<file path="src/rtl/sam_cmd_arbiter.sv">
// Two-requester, packet-atomic round-robin front end for the SAM command stream.
// LOAD issuers are queued in an ordered tag FIFO so each response packet is routed back to its issuer.
module sam_cmd_arbiter #(
  parameter int DATA_WIDTH = 32,
  parameter int TAG_DEPTH  = 4
) (
  input  logic                         clk,
  input  logic                         rst,
  input  logic [DATA_WIDTH-1:0]        s0_data,
  input  logic                         s0_valid,
  input  logic                         s0_last,
  output logic                         s0_ready,
  input  logic [DATA_WIDTH-1:0]        s1_data,
  input  logic                         s1_valid,
  input  logic                         s1_last,
  output logic                         s1_ready,
  output logic [DATA_WIDTH-1:0]        m_data,
  output logic                         m_valid,
  output logic                         m_last,
  input  logic                         m_ready,
  input  logic [DATA_WIDTH-1:0]        r_data,
  input  logic                         r_valid,
  input  logic                         r_last,
  output logic                         r_ready,
  output logic [DATA_WIDTH-1:0]        s0_rsp_data,
  output logic                         s0_rsp_valid,
  output logic                         s0_rsp_last,
  input  logic                         s0_rsp_ready,
  output logic [DATA_WIDTH-1:0]        s1_rsp_data,
  output logic                         s1_rsp_valid,
  output logic                         s1_rsp_last,
  input  logic                         s1_rsp_ready,
  output logic [$clog2(TAG_DEPTH):0]   outstanding,
  output logic                         err_unexpected
);
  localparam int PW = $clog2(TAG_DEPTH);

  typedef enum logic [1:0] {IDLE, GNT0, GNT1} state_t;

  state_t               state_q, state_d;
  logic                 rr_q, rr_d;        // requester that held the last grant
  logic                 first_q, first_d;  // next transferred beat opens a packet
  logic [TAG_DEPTH-1:0] tag_q;
  logic [PW-1:0]        wr_q, rd_q;
  logic [PW:0]          cnt_q;
  logic                 err_q;

  logic                  gsel, sv, sl, is_load, stall, rdy;
  logic [DATA_WIDTH-1:0] sd;
  logic                  push, push_tag, pop, empty, full, head;

  assign empty = (cnt_q == '0);
  assign full  = (cnt_q == (PW+1)'(TAG_DEPTH));
  assign head  = tag_q[rd_q];

  always_comb begin
    state_d  = state_q;
    rr_d     = rr_q;
    first_d  = first_q;
    push     = 1'b0;
    push_tag = 1'b0;
    gsel     = 1'b0;
    sd       = '0;
    sv       = 1'b0;
    sl       = 1'b0;
    is_load  = 1'b0;
    stall    = 1'b0;
    rdy      = 1'b0;
    s0_ready = 1'b0;
    s1_ready = 1'b0;
    m_valid  = 1'b0;
    m_data   = '0;
    m_last   = 1'b0;
    case (state_q)
      IDLE: begin
        first_d = 1'b1;
        // On a tie, grant whoever did not hold the previous grant.
        if (s0_valid && s1_valid) state_d = rr_q ? GNT0 : GNT1;
        else if (s0_valid)        state_d = GNT0;
        else if (s1_valid)        state_d = GNT1;
      end
      GNT0, GNT1: begin
        gsel    = (state_q == GNT1);
        sd      = gsel ? s1_data  : s0_data;
        sv      = gsel ? s1_valid : s0_valid;
        sl      = gsel ? s1_last  : s0_last;
        is_load = first_q && (sd[DATA_WIDTH-1:DATA_WIDTH-2] == 2'b01);
        stall   = is_load && full;
        m_data  = sd;
        m_last  = sl;
        m_valid = sv && !stall;
        rdy     = m_ready && !stall;
        if (gsel) s1_ready = rdy;
        else      s0_ready = rdy;
        if (m_valid && m_ready) begin
          first_d  = 1'b0;
          push     = is_load;
          push_tag = gsel;
          if (sl) begin
            rr_d    = gsel;
            state_d = IDLE;
          end
        end
      end
      default: state_d = IDLE;
    endcase
  end

  always_comb begin
    s0_rsp_data  = r_data;
    s1_rsp_data  = r_data;
    s0_rsp_last  = r_last;
    s1_rsp_last  = r_last;
    s0_rsp_valid = 1'b0;
    s1_rsp_valid = 1'b0;
    // With nothing outstanding the beat is swallowed so the SAM cannot wedge.
    if (empty) begin
      r_ready = r_valid;
    end else if (head) begin
      s1_rsp_valid = r_valid;
      r_ready      = s1_rsp_ready;
    end else begin
      s0_rsp_valid = r_valid;
      r_ready      = s0_rsp_ready;
    end
  end

  assign pop = !empty && r_valid && r_ready && r_last;

  always_ff @(posedge clk) begin
    if (rst) begin
      state_q <= IDLE;
      rr_q    <= 1'b1;
      first_q <= 1'b1;
      tag_q   <= '0;
      wr_q    <= '0;
      rd_q    <= '0;
      cnt_q   <= '0;
      err_q   <= 1'b0;
    end else begin
      state_q <= state_d;
      rr_q    <= rr_d;
      first_q <= first_d;
      if (push) begin
        tag_q[wr_q] <= push_tag;
        wr_q        <= wr_q + 1'b1;
      end
      if (pop) rd_q <= rd_q + 1'b1;
      case ({push, pop})
        2'b10:   cnt_q <= cnt_q + 1'b1;
        2'b01:   cnt_q <= cnt_q - 1'b1;
        default: cnt_q <= cnt_q;
      endcase
      if (empty && r_valid) err_q <= 1'b1;
    end
  end

  assign outstanding    = cnt_q;
  assign err_unexpected = err_q;
endmodule

</file>
<file path="config.mk">
export PLATFORM = sky130hd
export DESIGN_NAME = sam_cmd_arbiter
export DESIGN_NICKNAME = d
export VERILOG_FILES = /design/src/rtl/sam_cmd_arbiter.sv
export SDC_FILE = /design/constraint.sdc
export NUM_CORES = 1
export LEC_CHECK = 0
export ABC_AREA = 1
export CAP_MARGIN = 10
export CELL_PAD_IN_SITES_DETAIL_PLACEMENT = 1
export CELL_PAD_IN_SITES_GLOBAL_PLACEMENT = 1
export CORE_ASPECT_RATIO = 0.9
export CORE_UTILIZATION = 17
export CTS_CLUSTER_SIZE = 25
export DETAILED_ROUTE_END_ITERATION = 8
export GPL_TIMING_DRIVEN = 0
export MAX_ROUTING_LAYER = met4
export PLACE_DENSITY_LB_ADDON = 0.1
export SYNTH_ARGS = -nofsm -noshare
export SYNTH_HDL_FRONTEND = slang
export SYNTH_SLANG_ARGS = --single-unit
</file>
<file path="constraint.sdc">
create_clock -name clk -period 2.95 [get_ports clk]
set_input_delay 0.295 -clock clk [delete_from_list [all_inputs] [get_ports clk]]
set_output_delay 0.295 -clock clk [all_outputs]
set_load 0.005 [all_outputs]
</file>
==> key figures <==
Power
  – Comb power frac: 0.757
  – Cell-internal power: around 0.0014 W
  – Power share of the sequential group: 0.113
  – Switching share of power: 0.396
  – Clock Power Share: 0.130
  – Leak: between 1.5 and 2 nW
  – PwrDens: 550 mW/mm²
  – VDD IR max: around 0.18 mV
  – NetSw: approximately 0.00089 W

Place
  – DP Area: about 0.004 mm²
  – Placer Congestion: between 0.7 and 0.8
  – Port bufs: 183
  – Post-DP HPWL: between 7000 and 8000 µm

Synth
  – Cells after Synth: approximately 330
  – Post-synthesis sequential area ratio: 0.162
  – Syn nets: about 440
  – Post-Syn Area per Cell: a little over 6 µm²
  – Synth Warn #: 0
  – Top-area cell type share of the netlist area: 0.250
  – Area leader, netlist: buf_4
  – Synthesized cell area: ~0.0020 mm²
  – Synth area leaders: buf_4 25%, nand2_1 17%, dfxtp_1 16%, nand3_1 8.3%, inv_1 5.5%
  – Distinct cells, synth: 25
  – FF+latch count, synth: 16

Layout
  – Most common cell after layout, fill and taps aside: clkdlybuf4s50_1
  – Filler cells: 1467
  – Post-route cell area: between 0.004 and 0.005 mm²
  – Highest-count cells in the layout ignoring fill and taps: 183 x clkdlybuf4s50_1, 88 x nand2_1, 66 x buf_4
  – Layout Utilization: 0.360
  – Layout net count: around 630
  – N_diodes: 0
  – Share of post-route cells with drive strength above 1: 0.172
  – Area Growth Syn to Fin: 107%

Worst setup path
  – Worst EP required: around 2.7 ns
  – Worst path max stage delay: 0.53 ns
  – R2R Path End: outstanding[2]
  – CP Cell Sequence: inv_1 -> ha_1 -> buf_2 -> nand2_1 -> inv_1 -> clkbuf_1 -> nand2_1 -> nand2_1 -> clkdlybuf4s50_1
  – CP max FO: 10
  – Worst R2R Start: state_q[1]
  – CP arrival: approximately 2.4 ns
  – Crit path max-delay family: buffers and inverters
  – Reg2reg setup slack: around 0.37 ns
  – Startpoint types: flop
  – CP max stage cell: clkdlybuf4s50_1
  – Crit-path most repeated cell: nand2_1
  – Crit end category: output port
  – FF-to-FF path depth: 14
  – Setup Crit Path Kind: flop to output port
  – Buf/Inv on CP: 5

Clock tree
  – Clock sink count: 16
  – H-tree depth: 1
  – Cts bufs inserted: 3
  – Post-cts gate resize count: 0
  – Root Driver: clkbuf_16
  – Clk pin slew, worst setup/hold paths: about 0.05 ns
  – # hold bufs at CTS: 0
  – Longest Clk Path Bufs: 2
  – Clock insertion delay at the later pin of the skew report: ~0.25 ns
  – CTS tree: built
  – Postcts setup bufs: 0

STA
  – Fin. Hold Viols: 0
  – RSZ-0062 raised after global routing: no
  – Relative slew slack: 0.617
  – Final Max Slew Viols: 0
  – Min Tclk post-route: about 2.7 ns
  – Setup TNS: 0 ns
  – Period utilisation layout: 0.907
  – Setup-failing EPs final: 0
  – F_max: 0.374 GHz
  – Slew @ Worst Pin: around 0.57 ns
  – Clock skew: 0.00212 ns

Floorplanning
  – Die Area: around 0.012 mm²
  – Die height: roughly 100 µm
  – Core box area: around 0.011 mm²
  – Num rows: 37
  – Die X-Extent: between 100 and 150 µm
  – Starting Density: 0.174
  – I/O pin count: approximately 220

Routing
  – DRC: 0
  – DR vias/cell: 3.92
  – Total Wirelength: 7980 µm
  – Routed len/inst: between 10 and 15 µm
  – Routed vias: 2621
  – Initial detailed-routing violation count: 54
  – First drt pass iteration count: 4
  – Post-route ant nets: 0

GRT
  – Vias in the first global route: around 2700
  – Initial antenna violation count: 0
  – Total GRT Usage: 0.132
  – First-pass GRT wire length: approximately 12000 µm
  – Grt ovf: 0
  – Largest net degree at the start of global routing: 11

Outcome
  – Outcome: finished clean

Worst hold path
  – Hold depth: 2
  – Worst Hold Class: flop to flop
  – Worst hold endpoint: err_unexpected
  – Hold Crit Start: err_unexpected

Job
  – Max Cap Viol: 0
-- worst max path at each step --
stage | end | start | cells past startpoint | slack, ns
after floorplan | outstanding[2] | state_q[0] | 14 | 0.68
after global placement | outstanding[2] | state_q[0] | 14 | 0.43
after detailed placement | outstanding[2] | state_q[1] | 14 | 0.37
after CTS | m_data[0] | state_q[1] | 9 | 0.18
after global routing | m_data[27] | state_q[1] | 9 | 0.03
final | m_data[27] | state_q[1] | 9 | 0.27
-- cell usage after synthesis (all sizes together) --
cell type and number:
inv 30, nor3 8, nand3 35, ha 7, a21oi 10, xor2 1, nand3b 1, o211ai 1
buf 70, o21ai 16, fa 1, nand4 1, clkbuf 9, dfxtp 16, nand2 92, nor2 28
-- per-stage QoR --
stage / worst slack [ns] / total power (W) / hold WS (ns) / instances
2_1_floorplan: 0.683 / 0.00103 / 0.364 / 326
3_3_place_gp: 0.433 / 0.00200 / 0.437 / 665
3_5_place_dp: 0.375 / 0.00200 / 0.445 / 665
4_1_cts: 0.182 / 0.00231 / 0.453 / 669
5_1_grt: 0.0254 / 0.00247 / 0.486 / 669
6_report: 0.273 / 0.00226 / 0.448 / 669
-- power groups by stage --
stage          Sequential, W  Combinational, W  Clock [W]
2_1_floorplan       0.000255          0.000775          0
3_3_place_gp        0.000257           0.00174          0
3_5_place_dp        0.000259           0.00174          0
4_1_cts             0.000255           0.00175   0.000304
5_1_grt             0.000258           0.00190   0.000316
6_report            0.000254           0.00171   0.000294
-- worst reg2reg max path: cells and delay by family (launching register included) --
| family | cells | cell delay (ns) |
|---|---|---|
| and+or+nand+nor | 2 | 0.18 |
| buffers and inverters | 5 | 0.65 |
| AOI/OAI and AO/OA | 4 | 0.50 |
| DFF | 1 | 0.34 |
| adders and majority gates | 3 | 0.80 |
-- registers in the layout, summed over array words and instances (netlist names) --
signal	flops
tag_q	4
outstanding	3
rd_q	2
state_q	2
wr_q	2
err_unexpected	1
first_q	1
rr_q	1
-- per-layer routing --
layer | part of all wire | track usage | vias to the layer above
met5 | 0 | - | -
met4 | 0.017 | 0.0293 | 0
met3 | 0.077 | 0.0221 | 8
met2 | 0.52 | 0.256 | 118
met1 | 0.38 | 0.137 | 1174
li1 | - | - | 1321
-- cells by family after synthesis --
kind of cell	share of synthesized area
XOR/XNOR	0.00442
flip-flops	0.162
AO/OA/AOI/OAI	0.0695
AND/OR/NAND/NOR	0.370
buffers and inverters	0.340
adder cells (fa/ha/maj)	0.0543
-- area by class of cell --
type	instances	area [µm²]	area share
Buffer	79	564	0.138
Inverter	30	113	0.0275
Clock buffer	4	88.8	0.0217
Timing Repair Buffer	183	1830	0.447
Multi-Input combinational cell	201	986	0.241
Sequential cell	16	320	0.0781
Tap cell	156	195	0.0476
No activity file was read; power rests on OpenSTA's default activity.
